$ cat config.mk
export PLATFORM = sky130hd
export DESIGN_NAME = stage_sequencer
export DESIGN_NICKNAME = d
export VERILOG_FILES = /design/src/rtl/stage_sequencer.sv
export SDC_FILE = /design/constraint.sdc
export NUM_CORES = 1
export LEC_CHECK = 0
export CAP_MARGIN = 20
export CORE_ASPECT_RATIO = 1.25
export CORE_MARGIN = 2
export CORE_UTILIZATION = 40
export CTS_CLUSTER_DIAMETER = 120
export CTS_CLUSTER_SIZE = 16
export DETAILED_ROUTE_END_ITERATION = 8
export GPL_ROUTABILITY_DRIVEN = 0
export GPL_TIMING_DRIVEN = 0
export HOLD_SLACK_MARGIN = 0.05
export PLACE_DENSITY = 0.69
export SYNTH_ARGS = -nofsm -noshare
export SYNTH_HDL_FRONTEND = slang
export SYNTH_SLANG_ARGS = --single-unit
$ cat constraint.sdc
create_clock -name clock -period 3 [get_ports clock]
set_clock_uncertainty 0.05 [all_clocks]
set_input_delay 0.6 -clock clock [delete_from_list [all_inputs] [get_ports clock]]
set_output_delay 0.6 -clock clock [all_outputs]
set_load 0.005 [all_outputs]
$ cat src/rtl/stage_sequencer.sv
`default_nettype none
// +----------------------------------------------------------------------------+
// | Module      : stage_sequencer                                              |
// | Description : N-stage instruction sequencer with stage skipping, halt,     |
// |               stage watchdog, misaligned-jump fault, PC and instret.       |
// | Revision    : 1.0                                                          |
// +----------------------------------------------------------------------------+
module stage_sequencer #(
  parameter int              NUM_STAGES     = 5,
  parameter int              XLEN           = 32,
  parameter logic [XLEN-1:0] RESET_VECTOR   = XLEN'(32'h0001_0000),
  parameter int              TIMEOUT_CYCLES = 0
) (
  input  logic                          clock,
  input  logic                          reset,
  input  logic [NUM_STAGES-1:0]         stage_complete,
  input  logic [NUM_STAGES-1:0]         stage_skip,
  input  logic                          jump_enable,
  input  logic [XLEN-1:0]               jump_target,
  input  logic                          halt_req,
  output logic [NUM_STAGES-1:0]         stage_enable,
  output logic [$clog2(NUM_STAGES)-1:0] stage_idx,
  output logic                          stage_entry,
  output logic                          retire,
  output logic [XLEN-1:0]               pc,
  output logic [63:0]                   instret,
  output logic                          halted,
  output logic                          fault,
  output logic [1:0]                    fault_cause
);

  localparam int                  IW              = $clog2(NUM_STAGES);
  localparam logic [IW-1:0]       C_LAST          = IW'(NUM_STAGES - 1);
  localparam logic [NUM_STAGES-1:0] C_ONE         = NUM_STAGES'(1);
  localparam logic [1:0]          C_CAUSE_JUMP    = 2'b01;
  localparam logic [1:0]          C_CAUSE_TIMEOUT = 2'b10;
  localparam bit                  C_WD_EN         = (TIMEOUT_CYCLES > 0);
  localparam logic [31:0]         C_WD_LAST       = C_WD_EN ? 32'(TIMEOUT_CYCLES - 1) : 32'd0;

  typedef enum logic [0:0] {
    ST_RUN    = 1'b0,
    ST_HALTED = 1'b1
  } state_t;

  state_t                  r_state;
  logic [IW-1:0]           r_stage;
  logic [NUM_STAGES-1:0]   r_enable;
  logic                    r_entry;
  logic                    r_retire;
  logic [XLEN-1:0]         r_pc;
  logic [63:0]             r_instret;
  logic                    r_fault;
  logic [1:0]              r_cause;
  logic [31:0]             r_wdog;

  logic [IW-1:0]           w_next;
  logic                    w_found;
  logic                    w_cur_done;
  logic                    w_misaligned;

  // First non-skipped stage after the current one; the last stage is the fallback.
  always_comb begin
    w_next  = C_LAST;
    w_found = 1'b0;
    for (int t = 1; t < NUM_STAGES - 1; t++) begin
      if (!w_found && (IW'(t) > r_stage) && !stage_skip[t]) begin
        w_next  = IW'(t);
        w_found = 1'b1;
      end
    end
  end

  assign w_cur_done   = stage_complete[r_stage];
  assign w_misaligned = jump_enable && (jump_target[1:0] != 2'b00);

  always_ff @(posedge clock) begin
    if (reset) begin
      r_state   <= ST_RUN;
      r_stage   <= '0;
      r_enable  <= C_ONE;
      r_entry   <= 1'b1;
      r_retire  <= 1'b0;
      r_pc      <= RESET_VECTOR;
      r_instret <= '0;
      r_fault   <= 1'b0;
      r_cause   <= 2'b00;
      r_wdog    <= '0;
    end else begin
      r_entry  <= 1'b0;
      r_retire <= 1'b0;
      case (r_state)
        ST_RUN: begin
          if (w_cur_done) begin
            r_wdog <= '0;
            if (r_stage == C_LAST) begin
              r_stage <= '0;
              if (w_misaligned) begin
                r_fault  <= 1'b1;
                r_cause  <= C_CAUSE_JUMP;
                r_state  <= ST_HALTED;
                r_enable <= '0;
              end else begin
                r_retire  <= 1'b1;
                r_instret <= r_instret + 64'd1;
                r_pc      <= jump_enable ? jump_target : r_pc + XLEN'(4);
                if (halt_req) begin
                  r_state  <= ST_HALTED;
                  r_enable <= '0;
                end else begin
                  r_enable <= C_ONE;
                  r_entry  <= 1'b1;
                end
              end
            end else begin
              r_stage  <= w_next;
              r_enable <= C_ONE << w_next;
              r_entry  <= 1'b1;
            end
          end else if (C_WD_EN && (r_wdog == C_WD_LAST)) begin
            r_fault  <= 1'b1;
            r_cause  <= C_CAUSE_TIMEOUT;
            r_state  <= ST_HALTED;
            r_enable <= '0;
            r_stage  <= '0;
          end else begin
            r_wdog <= r_wdog + 32'd1;
          end
        end
        ST_HALTED: begin
          // A fault halt is only left through reset.
          if (!r_fault && !halt_req) begin
            r_state  <= ST_RUN;
            r_stage  <= '0;
            r_enable <= C_ONE;
            r_entry  <= 1'b1;
            r_wdog   <= '0;
          end
        end
        default: begin
          r_state <= ST_HALTED;
        end
      endcase
    end
  end

  assign stage_enable = r_enable;
  assign stage_idx    = r_stage;
  assign stage_entry  = r_entry;
  assign retire       = r_retire;
  assign pc           = r_pc;
  assign instret      = r_instret;
  assign halted       = (r_state == ST_HALTED);
  assign fault        = r_fault;
  assign fault_cause  = r_cause;

endmodule
`default_nettype wire

* After elaboration in Yosys (flattened, before gate mapping)
Cells that the tools add are included.
Storage, ports and cells: flip-flop bits (word level) 108, input bits 46, output and inout port bits 110, word-level logic and storage cells 72
Operators by class: add/sub/neg operators 2, magnitude comparators 4, eq/ne operators 3, shift-type cells 1, mux-type cells 31, bitwise logic cells 4, reduce and logical (&&, ||, !) cells 19
Operators with widths (count):
- 64-bit by 1-bit adder with 64-bit output, second input constant | 1
- 32-bit by 3-bit adder with 32-bit output, second input constant | 1
- 32-bit two-way mux | 1
- 3-bit two-way mux | 6
- 1-bit two-way mux | 16
- 5-bit two-way mux | 3
- 5-bit case mux with 2 select lines | 1
- 4-bit AND reduction | 2
- 1-bit logical AND | 7
- 1-bit logical NOT | 7
- 2-bit by 3-bit > comparator with 1-bit output, first input constant | 2
- 3-bit case mux with 2 select lines | 1
- 1-bit by 3-bit left shift with 5-bit output, first input constant | 1
- 3-bit by 4-bit less-than comparator with 1-bit output, second input constant | 1
- 1-bit inverter | 4
- 1-bit case mux with 2 select lines | 2
- 4-bit OR reduction | 1
- 1-bit binary-select mux with 3-bit select | 1
- 3-bit == test, second input constant | 1
- 1-bit by 3-bit > comparator with 1-bit output, first input constant | 1
- 2-bit by 1-bit inequality test with 1-bit output, second input constant | 1
- 2-bit inequality test, second input constant | 1
- 2-bit AND reduction | 1
- 2-bit nonzero test | 1

* Longest topological paths before layout
depth after elaboration 15, depth in mapped cells 9

* Least setup slack after synthesis
No wires, ideal clock.
path kind register to register, from register r_stage[0] (netlist: stage_idx[0]), to register r_instret[49] (netlist: instret[49]), library setup time 0.123 ns, arrival time 2.184 ns, required time 2.827 ns, setup slack 0.643 ns, stages on the path, launching flop included 8, path buffers 2, cell sequence dfxtp_1 > buf_4 > or3b_1 > buf_2 > nor4_1 > o311ai_2 > nor4_1 > mux2_1
On the way: word-level cells in the longest chain between the ends 3
RTL lines:
- start: declaration | line 46 | logic [IW-1:0] r_stage;
- start signal: assignment | line 115 | r_stage <= w_next;
- 1-bit binary-select mux with 3-bit select | line 73 | assign w_cur_done = stage_complete[r_stage];
- 1-bit two-way mux (implied by the code) | line 73
- 4-bit AND reduction (no source line) *
- end signal: assignment | line 104 | r_instret <= r_instret + 64'd1;
- end: declaration | line 51 | logic [63:0] r_instret;
Every way passes the cells marked *; elsewhere a longest branch is shown, timed or not. The select of a mux whose other input is x is not followed. A chain may end at the register's enable or synchronous reset.

* Worst setup path in the final report
from register r_instret[20] (netlist: instret[20]), to register r_instret[62] (netlist: instret[62])
On the way: word-level cells in the longest chain between the ends 1
RTL lines (line):
- 64-bit by 1-bit adder with 64-bit output | 104
No other way between the ends.

==> impl_metrics.csv <==
group,metric,value,unit
timing,rsz0062_at_grt,"false",
floorplanning,die_h,143,um
setup_path,slowest_delay,0.53,ns
timing,maxSlewViolCount,0,
setup_path,critical_path_required,3.25,ns
min_path,hold_start,"pc[0]",
floorplanning,pin_count,156,
synth,synth_edf_count,0,
power,power_density,412,nW/um^2
drt,vias,6943,
synth,synth_async_sr_flop_share,0,%
floorplanning,coreArea,15000,um^2
synth,synthesis.instances,777,
setup_path,r2r_cells,6,
synth,synth_top_area_cell,"dfxtp_1",
timing,fin_tns_setup,0,ns
setup_path,r2r_slack,0.19,ns
clock_network,clock_path_buffers,2,
synth,synth_area_leaders,"dfxtp_1 35%, a21oi_1 7.0%, o31ai_1 5.5%",
synth,synth_seq_area_share,35.2,%
timing,slew_headroom,27.8,%
min_path,hold_path_end,"pc[0]",
clock_network,cts_tree,"done",
layout,drive_above_1_share,5.40,%
layout,fin_util,54.8,%
setup_path,slowest_stage,"nor4_4",
synth,synth_seq_cells,108,
power,total_power,3.39,mW
global_routing,overflow,0,
drt,dr.pass1.iters,5,
drt,vias_per_cell,6.17,
placed_design,hpwl,15500,um
timing,setup_viol,0,
synth,yosysTopAreaCellShare,35.2,%
global_routing,grt_pass1_vias,6376,
setup_path,worst-path-max-fanout,10,
floorplanning,die-area,16400,um^2
setup_path,crit_buf_inv,1,
timing,tightest_slew,1.07,ns
setup_path,critical_path_class,"reg2reg",
layout,seq_area,2160,um^2
floorplanning,rows,50,
placed_design,postPlaceCellArea,7900,um^2
min_path,hold_path_class,"reg2reg",
synth,synth.most_common_cell,"dfxtp_1",
synth,syn_area_per_cell,7.91,um^2
setup_path,start_kind,"register",
clock_network,clock_latency,0.37,ns
clock_network,htree_levels,3,
power,p_leak,2.50,nW
global_routing,track_usage,25.7,%
setup_path,r2r_end,"instret[62]",
drt,drc_errors,0,
timing,hold_violations,0,
synth,yosysWarnings,0,
min_path,hold_path_depth,1,
setup_path,rr_startpoint,"instret[20]",
layout,diodes,0,
timing,max_freq,0.355,GHz
run,max_cap_violations,0,
placed_design,dp_cells,1111,
drt,drt_wl_total,21300,um
power,ir_drop,230,uV
floorplanning,start_util,41.0,%
layout,postLayoutCellArea,8230,um^2
setup_path,cp_cell_sequence,"nand3_1 > nor4_4 > nand4_1 > clkbuf_1 > or4_1 > a21oi_1",
layout,multi_input_area,3690,um^2
clock_network,ctsHoldBuffers,0,
setup_path,cpLargestDelayFamily,"simple AND/OR/NAND/NOR gates",
clock_network,numCtsBuffers,9,
drt,ant_nets,0,
synth,syn_nets,825,
setup_path,arrival,3.06,ns
timing,period_share,93.8,%
clock_network,cts_num_sinks,108,
status,status,"completed",
synth,ys_types,70,
placed_design,port-buffer-count,152,
clock_network,clk_pin_slew,0.08,ns
layout,fin_nets,988,
floorplanning,die_w,115,um
global_routing,antenna_found_initial,0,
timing,fin_crit,2.81,ns
layout,final_cells,1126,
global_routing,grt_max_degree,17,
global_routing,grt_pass1_wl,33700,um
layout,fillers,1459,
layout,area_growth,33.8,%
drt,wl_per_cell,18.9,um
synth,syn-cell-area,6150,um^2
drt,drt_iter0_markers,535,
clock_network,clockRootBuffer,"clkbuf_16",
synth,synth_commonest_cells,"108 x dfxtp_1, 86 x a21oi_1, 72 x nand2_1",
setup_path,end_kind,"register",
synth,ys.flop_type,"dfxtp_1",
-- cell type report --
| cell class | count | share of cell area, % |
|---|---|---|
| multi-input cells | 594 | 44.9 |
| flip-flops and latches | 108 | 26.3 |
| repair buffers | 153 | 18.6 |
| plain buffers | 57 | 3.01 |
| clock buffers | 10 | 2.78 |
| well taps | 182 | 2.77 |
| clock inverters | 5 | 0.943 |
| inverters | 17 | 0.776 |
-- flip-flops by register name, indices dropped and copies added, names as in the netlist --
name / cells
stage_enable: 5
stage_entry: 1
halted: 1
fault_cause: 1
pc: 32
retire: 1
instret: 64
stage_idx: 3
-- timing repair --
action / in CTS / in global routing
buffers inserted: 0 / 0
gates resized for setup: 1 / 5
hold endpoints to repair: 0 / 0
setup endpoints to repair: 1 / 36
-- cell usage in the layout, fill, tap and decap left out, types with 5 or more instances in the layout --
| cell type | count |
|---|---|
| clkdlybuf4s50_1 | 152 |
| dfxtp_1 | 108 |
| a21oi_1 | 86 |
| nand2_1 | 72 |
| nand3_1 | 54 |
| nor2_1 | 46 |
| o31ai_1 | 45 |
| or4_1 | 45 |
| clkbuf_1 | 41 |
| nand4_1 | 28 |
| o21ai_0 | 24 |
| inv_1 | 17 |
| o21ai_1 | 13 |
| buf_2 | 11 |
| and2_1 | 11 |
| a31oi_1 | 10 |
| and4_1 | 10 |
| and3_1 | 9 |
| nor4_1 | 9 |
| clkbuf_16 | 9 |
| a211oi_1 | 7 |
| nor3_1 | 7 |
| nand3b_1 | 6 |
| a21o_1 | 6 |
| or3_1 | 6 |
| o211ai_1 | 5 |
-- logic make-up after synthesis --
logic type               count (synthesis)  share of synthesized area [%]
AND/OR/NAND/NOR                        337                           31.8
AO/OA/AOI/OAI                          244                           25.9
flip-flops                             108                           35.2
buffers and inverters                   75                           5.09
multiplexers                             6                           1.02
XOR/XNOR                                 4                          0.570
adder cells (fa/ha/maj)                  2                          0.407
other                                    1                         0.0610
-- worst max path at each step --
| stage | start | cells past startpoint | to | slack [ns] |
|---|---|---|---|---|
| after floorplan | stage_idx[0] | 7 | instret[49] | 0.64 |
| after global placement | stage_complete[4] | 8 | pc[20] | -0.30 |
| after detailed placement | stage_complete[4] | 8 | pc[30] | -0.26 |
| after CTS | stage_idx[1] | 8 | pc[19] | 0.08 |
| after global routing | instret[42] | 5 | instret[62] | 0.06 |
| final | instret[20] | 6 | instret[62] | 0.19 |
-- where the power goes --
group          switching (mW)  internal [mW]  leakage [nW]
logic                   0.331          0.252          1.48
clock network           0.575          0.726         0.148
registers              0.0338           1.47         0.871
total                   0.939           2.45          2.50
-- per-layer routing --
metal	track usage (%)	up-vias	part of all wire [%]
met2	43.2	304	49
met5	0	-	0
met4	10.5	0	2.4
met3	4.50	38	6.6
met1	32.5	3267	42
li1	-	3334	-
-- per-stage QoR --
step / hold WS [ns] / setup WS [ns]
after CTS: 0.422 / 0.0810
after floorplan: 0.405 / 0.643
final: 0.419 / 0.186
after global routing: 0.430 / 0.0554
after global placement: 0.395 / -0.302
after detailed placement: 0.399 / -0.258
No activity file was read; power rests on OpenSTA's default activity.
